--- config.mk ---
export PLATFORM = sky130hd
export DESIGN_NAME = aclk_load_sequencer
export DESIGN_NICKNAME = d
export VERILOG_FILES = /design/src/rtl/aclk_load_sequencer.sv
export SDC_FILE = /design/constraint.sdc
export NUM_CORES = 1
export LEC_CHECK = 0
export ABC_AREA = 1
export CORE_ASPECT_RATIO = 2
export CORE_UTILIZATION = 30
export CTS_CLUSTER_SIZE = 12
export DETAILED_ROUTE_END_ITERATION = 8
export PLACE_DENSITY_LB_ADDON = 0.08
export RECOVER_POWER = 25
export SLEW_MARGIN = 0
export SYNTH_ARGS = -nofsm -noshare
export SYNTH_HDL_FRONTEND = slang
export SYNTH_SLANG_ARGS = --single-unit
--- constraint.sdc ---
create_clock -name clk -period 2.35 [get_ports clk]
set_input_delay 0.47 -clock clk [delete_from_list [all_inputs] [get_ports clk]]
set_output_delay 0.47 -clock clk [all_outputs]
set_load 0.01 [all_outputs]
--- src/rtl/aclk_load_sequencer.sv ---
// Arbitrates user-panel/time-sync load requests into the alarm clock core; ready at c0, LD at c2..1+HOLD_CYCLES, done at 2+HOLD_CYCLES (alarm) or up to 2+HOLD_CYCLES+VERIFY_TIMEOUT (time).
// Backpressure: a requester holds valid until its ready pulse; requests arriving while busy wait in IDLE arbitration.
module aclk_load_sequencer #(
    parameter int HOLD_CYCLES    = 1,
    parameter int VERIFY_TIMEOUT = 4
) (
    input  logic       clk,
    input  logic       reset,
    input  logic       r0_valid,
    input  logic       r0_is_alarm,
    input  logic [13:0] r0_data,
    output logic       r0_ready,
    output logic       r0_done,
    input  logic       r1_valid,
    input  logic       r1_is_alarm,
    input  logic [13:0] r1_data,
    output logic       r1_ready,
    output logic       r1_done,
    output logic       resp_err,
    output logic [1:0] resp_code,
    output logic [1:0] H_in1,
    output logic [3:0] H_in0,
    output logic [3:0] M_in1,
    output logic [3:0] M_in0,
    output logic       LD_time,
    output logic       LD_alarm,
    input  logic [1:0] H_out1,
    input  logic [3:0] H_out0,
    input  logic [3:0] M_out1,
    input  logic [3:0] M_out0,
    output logic       busy
);
    typedef enum logic [2:0] {S_IDLE, S_CHECK, S_LOAD, S_VERIFY, S_RESP} state_t;

    localparam logic [3:0] HOLD_LAST   = 4'(HOLD_CYCLES - 1);
    localparam logic [3:0] VERIFY_LAST = 4'(VERIFY_TIMEOUT - 1);

    state_t      state_q, state_d;
    logic        last_grant_q, last_grant_d;
    logic        gnt_q, gnt_d;
    logic        r0_ready_q, r0_ready_d, r1_ready_q, r1_ready_d;
    logic        r0_done_q, r0_done_d, r1_done_q, r1_done_d;
    logic        is_alarm_q, is_alarm_d;
    logic [13:0] data_q, data_d;
    logic [3:0]  cnt_q, cnt_d;
    logic        resp_err_q, resp_err_d;
    logic [1:0]  resp_code_q, resp_code_d;
    logic [13:0] bus_q, bus_d;
    logic        ld_time_q, ld_time_d, ld_alarm_q, ld_alarm_d;
    logic        busy_q, busy_d;

    logic        want_grant, pick, data_legal;
    logic [13:0] readback;

    assign readback = {H_out1, H_out0, M_out1, M_out0};

    always_comb begin
        data_legal = (data_q[13:12] <= 2'd2) && (data_q[11:8] <= 4'd9) &&
                     !((data_q[13:12] == 2'd2) && (data_q[11:8] > 4'd3)) &&
                     (data_q[7:4] <= 4'd5) && (data_q[3:0] <= 4'd9);
    end

    always_comb begin
        state_d      = state_q;
        last_grant_d = last_grant_q;
        gnt_d        = gnt_q;
        r0_ready_d   = 1'b0;
        r1_ready_d   = 1'b0;
        is_alarm_d   = is_alarm_q;
        data_d       = data_q;
        cnt_d        = cnt_q;
        resp_err_d   = resp_err_q;
        resp_code_d  = resp_code_q;

        // Grant is decided one cycle ahead (IDLE without a pending accept, or RESP)
        // so the ready pulse can land in the first IDLE cycle after a response.
        want_grant = ((state_q == S_IDLE) && !(r0_ready_q || r1_ready_q)) || (state_q == S_RESP);
        pick       = (r0_valid && r1_valid) ? ~last_grant_q : r1_valid;

        case (state_q)
            S_IDLE: begin
                if (r0_ready_q || r1_ready_q) begin
                    is_alarm_d = gnt_q ? r1_is_alarm : r0_is_alarm;
                    data_d     = gnt_q ? r1_data : r0_data;
                    state_d    = S_CHECK;
                end
            end
            S_CHECK: begin
                cnt_d = 4'd0;
                if (data_legal) begin
                    state_d = S_LOAD;
                end else begin
                    resp_code_d = 2'b01;
                    resp_err_d  = 1'b1;
                    state_d     = S_RESP;
                end
            end
            S_LOAD: begin
                if (cnt_q == HOLD_LAST) begin
                    cnt_d = 4'd0;
                    if (is_alarm_q) begin
                        resp_code_d = 2'b00;
                        resp_err_d  = 1'b0;
                        state_d     = S_RESP;
                    end else begin
                        state_d = S_VERIFY;
                    end
                end else begin
                    cnt_d = cnt_q + 4'd1;
                end
            end
            S_VERIFY: begin
                if (readback == data_q) begin
                    resp_code_d = 2'b00;
                    resp_err_d  = 1'b0;
                    state_d     = S_RESP;
                end else if (cnt_q == VERIFY_LAST) begin
                    resp_code_d = 2'b10;
                    resp_err_d  = 1'b1;
                    state_d     = S_RESP;
                end else begin
                    cnt_d = cnt_q + 4'd1;
                end
            end
            S_RESP: state_d = S_IDLE;
            default: state_d = S_IDLE;
        endcase

        if (want_grant && (r0_valid || r1_valid)) begin
            gnt_d        = pick;
            last_grant_d = pick;
            r0_ready_d   = ~pick;
            r1_ready_d   = pick;
        end

        r0_done_d  = (state_d == S_RESP) && !gnt_q;
        r1_done_d  = (state_d == S_RESP) && gnt_q;
        busy_d     = (state_d != S_IDLE);
        ld_time_d  = (state_d == S_LOAD) && !is_alarm_d;
        ld_alarm_d = (state_d == S_LOAD) && is_alarm_d;
        bus_d      = ((state_d == S_LOAD) || (state_d == S_VERIFY)) ? data_d : 14'd0;
    end

    always_ff @(posedge clk or posedge reset) begin
        if (reset) begin
            state_q      <= S_IDLE;
            last_grant_q <= 1'b1;
            gnt_q        <= 1'b0;
            r0_ready_q   <= 1'b0;
            r1_ready_q   <= 1'b0;
            r0_done_q    <= 1'b0;
            r1_done_q    <= 1'b0;
            is_alarm_q   <= 1'b0;
            data_q       <= 14'd0;
            cnt_q        <= 4'd0;
            resp_err_q   <= 1'b0;
            resp_code_q  <= 2'b00;
            bus_q        <= 14'd0;
            ld_time_q    <= 1'b0;
            ld_alarm_q   <= 1'b0;
            busy_q       <= 1'b0;
        end else begin
            state_q      <= state_d;
            last_grant_q <= last_grant_d;
            gnt_q        <= gnt_d;
            r0_ready_q   <= r0_ready_d;
            r1_ready_q   <= r1_ready_d;
            r0_done_q    <= r0_done_d;
            r1_done_q    <= r1_done_d;
            is_alarm_q   <= is_alarm_d;
            data_q       <= data_d;
            cnt_q        <= cnt_d;
            resp_err_q   <= resp_err_d;
            resp_code_q  <= resp_code_d;
            bus_q        <= bus_d;
            ld_time_q    <= ld_time_d;
            ld_alarm_q   <= ld_alarm_d;
            busy_q       <= busy_d;
        end
    end

    assign r0_ready  = r0_ready_q;
    assign r1_ready  = r1_ready_q;
    assign r0_done   = r0_done_q;
    assign r1_done   = r1_done_q;
    assign resp_err  = resp_err_q;
    assign resp_code = resp_code_q;
    assign {H_in1, H_in0, M_in1, M_in0} = bus_q;
    assign LD_time   = ld_time_q;
    assign LD_alarm  = ld_alarm_q;
    assign busy      = busy_q;
endmodule

Word level (Yosys, flattened, before mapping)
Cells that the tools add are included.
{"block": "totals", "reg_bits": 48, "latchBits": 0, "ram_bits": 0, "mem_bits_ro": 0, "in_bits": 48, "out_inout_bits": 24, "elab_cells": 99, "n_memories": 0}
{"block": "classes", "addsub": 1, "mul": 0, "n_div": 0, "magnitude_cmp": 5, "n_eq_ne": 16, "shift": 0, "n_mux": 33, "n_bitwise": 2, "reduce_logical": 26}
{"operator": "$mux 14", "count": 4}
{"operator": "$mux 3", "count": 6}
{"operator": "$eq 14x14->1", "count": 1}
{"operator": "$eq 3x2->1 const B", "count": 4}
{"operator": "$logic_and 1x1->1", "count": 12}
{"operator": "$mux 4", "count": 3}
{"operator": "$pmux 3 s4", "count": 1}
{"operator": "$pmux 4 s3", "count": 1}
{"operator": "$mux 1", "count": 11}
{"operator": "$mux 2", "count": 5}
{"operator": "$ne 2x2->1 const B", "count": 5}
{"operator": "$le 4x4->1 const B", "count": 2}
{"operator": "$eq 3x3->1 const B", "count": 2}
{"operator": "$pmux 2 s3", "count": 1}
{"operator": "$reduce_bool 3->1", "count": 2}
{"operator": "$reduce_and 5->1", "count": 1}
{"operator": "$add 4x1->4 const B", "count": 1}
{"operator": "$eq 4x2->1 const B", "count": 1}
{"operator": "$gt 4x2->1 const B", "count": 1}
{"operator": "$le 4x3->1 const B", "count": 1}
{"operator": "$logic_not 1->1", "count": 4}
{"operator": "$logic_not 4->1", "count": 1}
{"operator": "$logic_or 1x1->1", "count": 4}
{"operator": "$eq 3x1->1 const B", "count": 1}
{"operator": "other kinds (7)", "count": 8}

Logic depth before layout (Yosys ltp)
Gate-level depths: netlist of run 1.
{"block": "logic_depth", "depth_word": 11, "ltp_mapped": 13, "mapped_depth_nobuf": 12}

Worst setup path before layout of run 1
No wires, ideal clock.
{"block": "synth_timing", "kind": "reg-to-reg", "from": "register cnt_q[0]", "to": "register bus_q[3]", "setup_ns": 0.130, "t_arrival_ns": 1.379, "t_required_ns": 2.220, "path_slack_ns": 0.841, "path_stages_with_launch": 13, "n_path_buf": 1, "synth_period_minus_slack_ns": 1.509, "path_cell_list": "dfrtp_1 -> inv_1 -> ha_1 -> nand3_1 -> inv_1 -> nor2_2 -> nor2_1 -> nand2_2 -> inv_2 -> nand2_4 -> inv_4 -> buf_12 -> nor2_4"}
{"block": "synth_between", "elab_chain_len": 7, "word_cells_on_any_way": 10, "classes_between": "eq/ne (3); mux (5); reduce/logical (2)"}
{"item": "from (decl)", "line_no": "45", "text": "logic [3:0] cnt_q, cnt_d;"}
{"item": "from (signal assigned)", "line_no": "172", "text": "cnt_q <= cnt_d;"}
{"item": "$eq 4x2->1", "line_no": "117", "text": "end else if (cnt_q == VERIFY_LAST) begin"}
{"item": "$mux 3", "line_no": "117"}
{"item": "$mux 3", "line_no": "113", "text": "if (readback == data_q) begin"}
{"item": "$pmux 3 s4 *", "line_no": "80", "text": "case (state_q)"}
{"item": "named net state_d[1]", "line_no": "38", "text": "state_t state_q, state_d;"}
{"item": "$eq 3x2->1", "line_no": "141", "text": "bus_d = ((state_d == S_LOAD) || (state_d == S_VERIFY)) ? data_d : 14'd0;"}
{"item": "$logic_or 1x1->1 *", "line_no": "141"}
{"item": "$mux 14 *", "line_no": "141"}
{"item": "named net bus_d[3]", "line_no": "48", "text": "logic [13:0] bus_q, bus_d;"}
{"item": "to (signal assigned)", "line_no": "175", "text": "bus_q <= bus_d;"}
{"item": "to (decl)", "line_no": "48"}
Mark *: on every way through the listed nets, which the timed path passes. The rest lies on a longest branch.
A chain may end at the register's enable or synchronous reset.

Worst setup path in the final report of run 1
{"block": "layout_timing", "from": "input port M_out0[1]", "to": "register resp_code_q[1] (netlist: resp_code[1])"}
{"block": "layout_between", "elab_chain_len": 3, "word_cells_on_any_way": 5, "classes_between": "eq/ne (2); mux (2); reduce/logical (1)"}
{"item": "from (decl)", "line_no": "30", "text": "input logic [3:0] M_out0,"}
{"item": "$eq 14x14->1 *", "line_no": "113"}
{"item": "$ne 3x3->1 (no line) / $mux 2 (equally long branches)"}
{"item": "$reduce_and 5->1 (no line) / $pmux 2 s3 (equally long branches)"}
{"item": "to (signal assigned)", "line_no": "174", "text": "resp_code_q <= resp_code_d;"}
{"item": "to (decl)", "line_no": "47", "text": "logic [1:0] resp_code_q, resp_code_d;"}
Mark *: on every way between the ends. The rest lies on a longest branch, timed or not.

==> flow_summary.ini, run 1 <==
[grt]
grt_max_degree = 49
grt_first_pass_wirelength_um = 10600
antenna_found_initial = 0
grt_pass1_vias = 2351
grt-ovfl-total = 0
track_usage_pct = 16.1

[routing]
first_iter_violations = 57
met1_length_um = 2190
via_count = 2216
top_layer_used = met4
drt-pass1-iter-count = 4
routed_via_density = 4.38
met2WireLength_um = 3690
antenna_left = 0
drc = 0
wl_met3_um = 184
wl_per_cell_um = 12.3
postRouteWirelength_um = 6210

[die]
die_h_um = 131
dieArea_um2 = 8740
core_area_um2 = 8000
initial_utilization_pct = 31.3
dieWidth_um = 66.6
pin_count = 72
rows = 46

[clocking]
cts.path.max_buffers = 2
post_cts_resize_count = 0
numCtsBuffers = 5
cts_setup_buffers = 0
cts_max_level = 2
tritoncts = built
insertion_delay_ns = 0.29
clk_pin_slew_ns = 0.06
clock-root-buffer = clkbuf_16
hold_buffers = 0
cts_sinks = 48

[layout]
diodes = 0
layout-drive-gt1-share_pct = 8.54
syn_to_final_growth_pct = 37.5
final_nets = 459
n_fill_cell = 842

[timing]
min_period_ns = 1.93
worst_slew_pin_slew_ns = 1.20
relSlewSlack_pct = 20.1
timing.final.crit_share_pct = 82.1
slew_viol_final = 0
hold_ws_ns = 0.469
fin_skew_ns = 0.00336
finalHoldViolations = 0
rsz0062_at_grt = no
finalSetupViolCount = 0
fmax_mhz = 518
fin_ws_ns = 0.421
finalSetupTns_ns = 0

[worst_hold_path]
hold_path.class = reg -> reg
whs_endpoint = last_grant_q
min-delay-start = last_grant_q
holdPathStages = 2

[synthesis]
synth-seq-area-share_pct = 48.0
synth.largest_area_cell = dfrtp_1
synth_top_area_share_pct = 47.0
synth_area_um2 = 2500
synth_warnings = 0
synth_nets = 386
ys_ff_latch = 48
synth.distinct_cells = 28
synth.area.top_cells = dfrtp_1 (47%), nand2_1 (19%), inv_1 (8.5%), nor2_1 (3.6%), o21ai_0 (3.4%)
synth.avg_cell_area_um2 = 7.45
synth_cells = 336

[worst_setup_path]
endpoint_kind = flip-flop
cp-start-kind = primary input
rr_worst_depth = 11
worst-r2r-setup-slack_ns = 0.62
critPathArrivalTime_ns = 2.15
r2r_end = bus_q[0]
worstSetupPathType = in -> reg
regToRegStartpoint = cnt_q[0]
crit_required_ns = 2.58
cp_max_fo = 11

[place]
place.gp.congestion = 0.802
pre_cts_ws_ns = 0.0832
hpwl_um = 4840
port_buffers = 71

[outcome]
status = complete, no violations

[power_and_ir_drop]
finalPower_uw = 3520
p_per_area_nw_per_um2 = 1020
ir_drop_mv = 0.512
p_leak_uw = 0.00178

[run]
drv_cap = 0
[flip-flops by register name, summed over array words and instances, names as in the netlist, 2 cells and up]
register   cells
cnt_q          4
bus_q         14
data_q        14
resp_code      2
state_q        3
[kinds of logic after synthesis]
| kind of cell | after synthesis | share of synthesized area, % |
|---|---|---|
| XOR/XNOR | 3 | 1.05 |
| adder cells (fa/ha/maj) | 2 | 0.999 |
| buffers and inverters | 68 | 11.5 |
| AO/OA/AOI/OAI | 26 | 5.40 |
| AND/OR/NAND/NOR | 189 | 33.0 |
| flip-flops | 48 | 48.0 |
[power breakdown]
part | switching [µW] | internal (µW) | total [µW]
clock | 301 | 420 | 721
sequential | 158 | 1080 | 1240
combinational | 980 | 575 | 1560
total | 1440 | 2080 | 3520
[cell type report]
cell class                      count  area (µm²)  area share (%)
Multi-Input combinational cell    220        1010            29.4
Inverter                           60         228            6.61
Clock inverter                      2        10.0           0.291
Tap cell                           96         120            3.49
Sequential cell                    48        1200            34.9
Clock buffer                        6         139            4.03
Timing Repair Buffer               74         731            21.2
[metal layers]
metal,vias to the layer above,global-route usage [%]
met5,-,0
met4,0,6.62
met3,9,2.43
met2,44,30.6
met1,1017,16.3
li1,1146,-
[synthesized netlist by cell type, drive strengths merged]
cell type	count
nand3	13
nand4	2
dfstp	1
xnor2	3
o31ai	1
ha	2
inv	60
clkbuf	3
buf	5
nor3	5
dfrtp	47
a21boi	1
nand2	131
a21oi	6
nor2	38
o21ai	18
[worst max-delay path, stage by stage]
cell and delay (ns):
clkdlybuf4s50_1 0.50, inv_1 0.05, nand2_1 0.05, nand2_1 0.05, nor2_1 0.13, nand2_1 0.07
nor2_1 0.09, nand2_1 0.11, nand2_1 0.08, nand2_1 0.24, nand2_1 0.20, nand2_1 0.07
nand2_1 0.05
[stage by stage]
stage	std cells	util [%]	area, µm²
final	506	43.0	3440
after global routing	506	43.0	3440
after CTS	506	43.2	3460
after detailed placement	498	41.4	3310
after global placement	498	41.4	3310
after floorplan	336	-	2500
[how the worst max path moves through the flow]
stage,startpoint,end,slack [ns],cells past startpoint
2_1_floorplan,reset,LD_alarm,0.74,1
3_3_place_gp,M_out0[1],resp_code[1],0.14,13
3_5_place_dp,M_out0[1],resp_code[1],0.08,13
4_1_cts,M_out0[1],resp_code[1],0.38,13
5_1_grt,H_out0[1],resp_code[1],0.19,13
6_report,M_out0[1],resp_code[1],0.42,13
[cell usage in the layout, fill, tap and decap left out, types with 2 or more instances in the layout]
cell and count:
nand4_1 2, nand3_1 12, nor3_1 4, nor2_2 9, nor2_1 24, o21ai_0 17, nand2_1 127, xnor2_1 3
inv_2 2, inv_1 56, clkbuf_16 5, nand2_2 2, dfrtp_1 47, nand2_4 2, a21oi_1 6, nor2_4 5
clkinv_2 2, clkdlybuf4s50_1 70, ha_1 2, buf_4 2
Power figures use the tool's default switching activity.
==> run 2, diff against run 1 <==
==> constraint.sdc (replaced) <==
create_clock -name clk -period 1.9 [get_ports clk]
set_input_delay 0.38 -clock clk [delete_from_list [all_inputs] [get_ports clk]]
set_output_delay 0.38 -clock clk [all_outputs]
set_load 0.01 [all_outputs]
==> run 2 against run 1 <==
Total power up 28%. Final cell count grew 0.79%. Sequential share of layout area shrank 0.82 points. Utilization is 1.0 points higher. Setup slack got worse by 0.25 ns. Global-route usage grew 0.063 points. Largest power group unchanged. Highest routed layer unchanged.
==> flow_summary.ini, run 2 (synthesis gave the netlist of run 1 again) <==
[grt]
top_usage_layer = met2
grt_max_degree = 46
antenna_found_initial = 0
grt_pass1_vias = 2293
grtUsageMet2_pct = 30.5
grt_util_met3_pct = 2.43
met1_usage_pct = 16.2
grt-ovfl-total = 0
grt_first_pass_wirelength_um = 10600
track_usage_pct = 16.2

[worst_setup_path]
endpoint_kind = flip-flop
worstSetupPathType = reg -> reg
cp_max_fo = 5
critPathArrivalTime_ns = 1.95
cp-start-kind = flip-flop
crit_required_ns = 2.12

[place]
place.gp.congestion = 0.807
port_buffers = 71
dp.cells = 502
hpwl_um = 4870

[timing]
fmax_mhz = 578
finalSetupViolCount = 0
fin_skew_ns = 0.00404
worst_slew_pin_slew_ns = 0.649
rsz0062_at_grt = no
slew_viol_final = 0
min_period_ns = 1.73
relSlewSlack_pct = 56.7
timing.final.crit_share_pct = 91.1
finalHoldViolations = 0

[layout]
final_nets = 463
largestRegisters = bus_q: 14 flops, data_q: 14 flops, cnt_q: 4 flops
layout-drive-gt1-share_pct = 9.66
ff_latch_area_um2 = 1200
syn_to_final_growth_pct = 40.8
final_core_util_pct = 44.1
layout_commonest_cell = nand2_1
n_fill_cell = 824
layout_common_cells = nand2_1 (125), clkdlybuf4s50_1 (70), inv_1 (57)
final_cell_count_no_fill = 510
diodes = 0
multi_input_comb_area_um2 = 1020

[clocking]
hold_buffers = 0
cts_sinks = 48
numCtsBuffers = 5
cts_max_level = 2
insertion_delay_ns = 0.29
clk_pin_slew_ns = 0.06
cts.path.max_buffers = 2
tritoncts = built
clock-root-buffer = clkbuf_16

[worst_hold_path]
hold_path.class = in -> async

[routing]
postRouteWirelength_um = 6270
via_count = 2239
antenna_left = 0
drc = 0
wl_per_cell_um = 12.3
routed_via_density = 4.39
first_iter_violations = 78
drt-pass1-iter-count = 4

[die]
initial_utilization_pct = 31.3
die_h_um = 131
pin_count = 72
dieWidth_um = 66.6
dieArea_um2 = 8740
core_area_um2 = 8000
rows = 46

[power_and_ir_drop]
p_per_area_nw_per_um2 = 1280
finalPower_uw = 4500
p_leak_uw = 0.00183
ir_drop_mv = 0.533

[run]
drv_cap = 0

[outcome]
status = complete, no violations
-- run 2: timing repair --
| action | CTS | global route |
|---|---|---|
| setup buffers | 0 | 0 |
| resized for setup | 0 | 2 |
| endpoints found under the setup margin | 0 | 10 |
-- run 2: power by group --
part	internal (µW)	switching (µW)	total, µW
clock network	561	372	933
registers	1340	195	1540
logic	786	1250	2030
-- run 2: metrics by stage --
step	setup slack (ns)	hold WS [ns]	setup TNS, ns	cell area [µm²]
finish	0.169	0.403	0	3530
detailed placement	-0.278	0.465	-4.10	3380
CTS	0.0159	0.276	0	3530
floorplan	0.377	0.442	0	2500
global route	0.0132	0.410	0	3530
global placement	-0.214	0.454	-3.47	3380
-- run 2: final timing paths --
check	start	slack (ns)	to	depth (start not counted)
setup / recovery	cnt_q[0]	0.17	bus_q[2]	11
hold / removal	reset	0.40	r0_ready	2
setup reg to reg	cnt_q[0]	0.17	bus_q[2]	11
hold reg to reg	last_grant_q	0.48	last_grant_q	2
max in group asynchronous	reset	0.64	bus_q[1]	3
min in group clk	last_grant_q	0.48	last_grant_q	2
-- run 2: layer usage --
metal	vias to the layer above	part of all wire (%)
met5	-	0
met4	0	3.3
met3	11	2.8
met2	46	59
met1	1031	35
li1	1151	-
-- run 2: final cells by class --
class,instances,share of cell area (%)
inverters,60,6.46
clock buffers,8,4.44
well taps,96,3.41
multi-input cells,220,28.9
flip-flops and latches,48,34.1
repair buffers,78,22.7
-- run 2: critical path, cell delays in order, from the launching register on --
cell and delay (ns):
dfrtp_1 0.43, inv_1 0.10, ha_1 0.14, nand3_1 0.14, nor3_2 0.27, nor2_1 0.08, nand2_2 0.09, inv_2 0.05
nand2_4 0.07, inv_4 0.05, buf_12 0.13, nor2_1 0.10
==> run 3, diff against run 2 <==
--- a/config.mk
+++ b/config.mk
@@ -6,6 +6,7 @@
 export NUM_CORES = 1
 export LEC_CHECK = 0
 export ABC_AREA = 1
+export CAP_MARGIN = 0
 export CORE_ASPECT_RATIO = 2
 export CORE_UTILIZATION = 30
 export CTS_CLUSTER_SIZE = 12
==> results of run 3 <==
Final layout, timing and power as in run 2 (identical DEF).
==> variant: new RTL, config.mk and constraints of run 3 <==
Register the output `LD_alarm` once more, cleared by the reset; this adds one clock of latency there. The other outputs are not delayed to match.
--- a/src/rtl/aclk_load_sequencer.sv
+++ b/src/rtl/aclk_load_sequencer.sv
@@ -188,5 +188,11 @@
     assign {H_in1, H_in0, M_in1, M_in0} = bus_q;
     assign LD_time   = ld_time_q;
-    assign LD_alarm  = ld_alarm_q;
+    always_ff @(posedge clk or posedge reset) begin
+        if (reset) begin
+            LD_alarm <= '0;
+        end else begin
+            LD_alarm <= ld_alarm_q;
+        end
+    end
     assign busy      = busy_q;
 endmodule
Behaviour: not the same (Yosys sat finds a counterexample within 4 cycles, from zero or initial values and one cycle with reset high).
==> variant against run 3 <==
Critical path type unchanged. Critical endpoint is now bus_q[11]. Worst setup slack better by 48 ps. Design area is 0.46% higher. Power is 2.1% lower. Largest power group unchanged. Sequential cell count is 1 higher. Non-clock buffer count is 3 higher. Clock skew is 3.2 ps higher. Synthesized area is 1.0% higher. Maximum frequency is 2.9% higher. Routed wire length is 1.2% higher.
==> variant: results (changes against run 3) <==
| Metric | Value |
|---|---|
| Status | `finished clean` |
| Top flop regs | `bus_q (14), data_q (14), cnt_q (4)` |
| Crit path DAT | `1850 ps (-100 ps)` |
| Worst reg-to-reg path cell count | `12 (+1)` |
| Pre-CTS setup slack | `-76.0 ps (+202 ps)` |
| Worst Hold Path EP | `LD_alarm` |
| Type of the worst min-delay path | `register to register` |
| # resized after CTS | `0 (unchanged)` |
| WL final | `6350 um (+1.2%)` |
| Port Buffers | `71 (unchanged)` |
| First-pass GRT wire length | `10,700 um (+1.1%)` |
| DP HPWL | `4860 um (-0.31%)` |
| Max rail drop VDD | `0.575 mV (+8.0%)` |
| Clk_lat worst skew | `290 ps (about the same)` |
| Syn Nets | `387 (+0.26%)` |
| WHS | `355 ps (-47.3 ps)` |
| Htree depth | `2 (unchanged)` |
| Top cells by area, synth | `dfrtp_1 47%, nand2_1 19%, inv_1 8.5%` |
| Initial antenna violation count | `0 (unchanged)` |
| Part of the Yosys area used for sequential elements | `48.5% (+0.49 points)` |
| Routed Antenna Nets | `0 (unchanged)` |
| Drt via density | `4.26 (-3.0%)` |
| Max_cap viols | `0 (unchanged)` |
| Reg2reg end | `bus_q[11]` |
| Met3 Track Usage GR | `2.85% (+0.42 points)` |
| Share of layout cells above drive strength 1 | `10.0% (+0.39 points)` |
| Number of warnings issued by yosys | `0 (unchanged)` |
| Clock Skew | `7.24 ps (+3.20 ps)` |
| Vias in the first global route | `2,227 (-2.9%)` |
| First-pass DRT Iterations | `4 (unchanged)` |
| P_leak | `1.83 nW (+0.44%)` |
| Clk slew on worst S/H paths | `approximately 70 ps` |
| Measured slew at the worst slew-check pin | `1270 ps (+616 ps)` |
| CTS Hold Bufs | `0 (unchanged)` |
| RePlAce Congestion | `0.793 (-1.8%)` |
| Total GRT Usage | `16.3% (+0.13 points)` |
| Placed cells | `508 (+1.2%)` |
| CP Max Fanout | `8 (+3)` |
| FF-to-FF setup slack | `220 ps (+50 ps)` |
| Top post-synthesis cells by count | `127 x nand2_1, 57 x inv_1, 48 x dfrtp_1, 24 x nor2_1, 17 x o21ai_0` |
| Largest net degree at the start of global routing | `50 (+8.7%)` |
| Fin nets | `467 (+0.86%)` |
| Met2 usage | `30.1% (-0.39 points)` |
| Post-synth top flop | `dfrtp_1` |
| Routed vias | `2,197 (-1.9%)` |
| Cells after Synth | `337 (+0.30%)` |
| Met1 usage | `17.4% (+1.3 points)` |
| Crit share post-route | `88.6% (-2.5 points)` |
| Antenna diode instance count | `0 (unchanged)` |
| CTS Buffer Depth | `2 (unchanged)` |
| Drt initial violations | `50 (-36%)` |
| Num CTS Buffers | `5 (unchanged)` |
| Synth async-reset ratio | `100% (unchanged)` |
## variant: report_power, final
| part | switching (mW) | internal (mW) | total, mW |
|---|---|---|---|
| Combinational | 1.23 | 0.745 | 1.97 |
| Clock | 0.392 | 0.483 | 0.876 |
| Sequential | 0.197 | 1.36 | 1.56 |
| Total | 1.82 | 2.59 | 4.41 |
## variant: worst max path at each step
stage	startpoint	to
floorplan	reset	LD_alarm
global placement	M_out1[1]	bus_q[11]
detailed placement	M_out1[1]	cnt_q[1]
CTS	cnt_q[0]	bus_q[11]
global route	H_out0[0]	cnt_q[3]
finish	cnt_q[0]	bus_q[11]
## variant: area by class of cell
type | instances | area, um2
Inverter | 60 | 228
Clock inverter | 3 | 17.5
Multi-Input combinational cell | 220 | 1010
Fill cell | 892 | 4690
Timing Repair Buffer | 81 | 808
Clock buffer | 5 | 125
Tap cell | 98 | 123
Sequential cell | 49 | 1230
## variant: cells by family after synthesis
logic type,count (synthesis),share of synthesized area (%)
buffers and inverters,68,11.4
AND/OR/NAND/NOR,189,32.7
AO/OA/AOI/OAI,26,5.34
adder cells (fa/ha/maj),2,0.989
XOR/XNOR,3,1.04
flip-flops,49,48.5
## variant: critical path: cells and delay by family, from the launching register on
family	cells	cell delay (ps)
simple gates	6	480
flops	1	430
buf+inv	5	500
fa+ha+maj	1	150
## variant: per-stage QoR
stage          cell area, um2  util (%)
6_report                 3540      43.0
5_1_grt                  3540      43.0
4_1_cts                  3560      43.2
3_5_place_dp             3410      41.5
3_3_place_gp             3410      41.5
2_1_floorplan            2530         -
## variant: layer usage
metal,up-vias,routed length [um]
li1,1158,-
met1,996,2380
met2,37,3680
met3,6,169
met4,0,121
met5,-,0
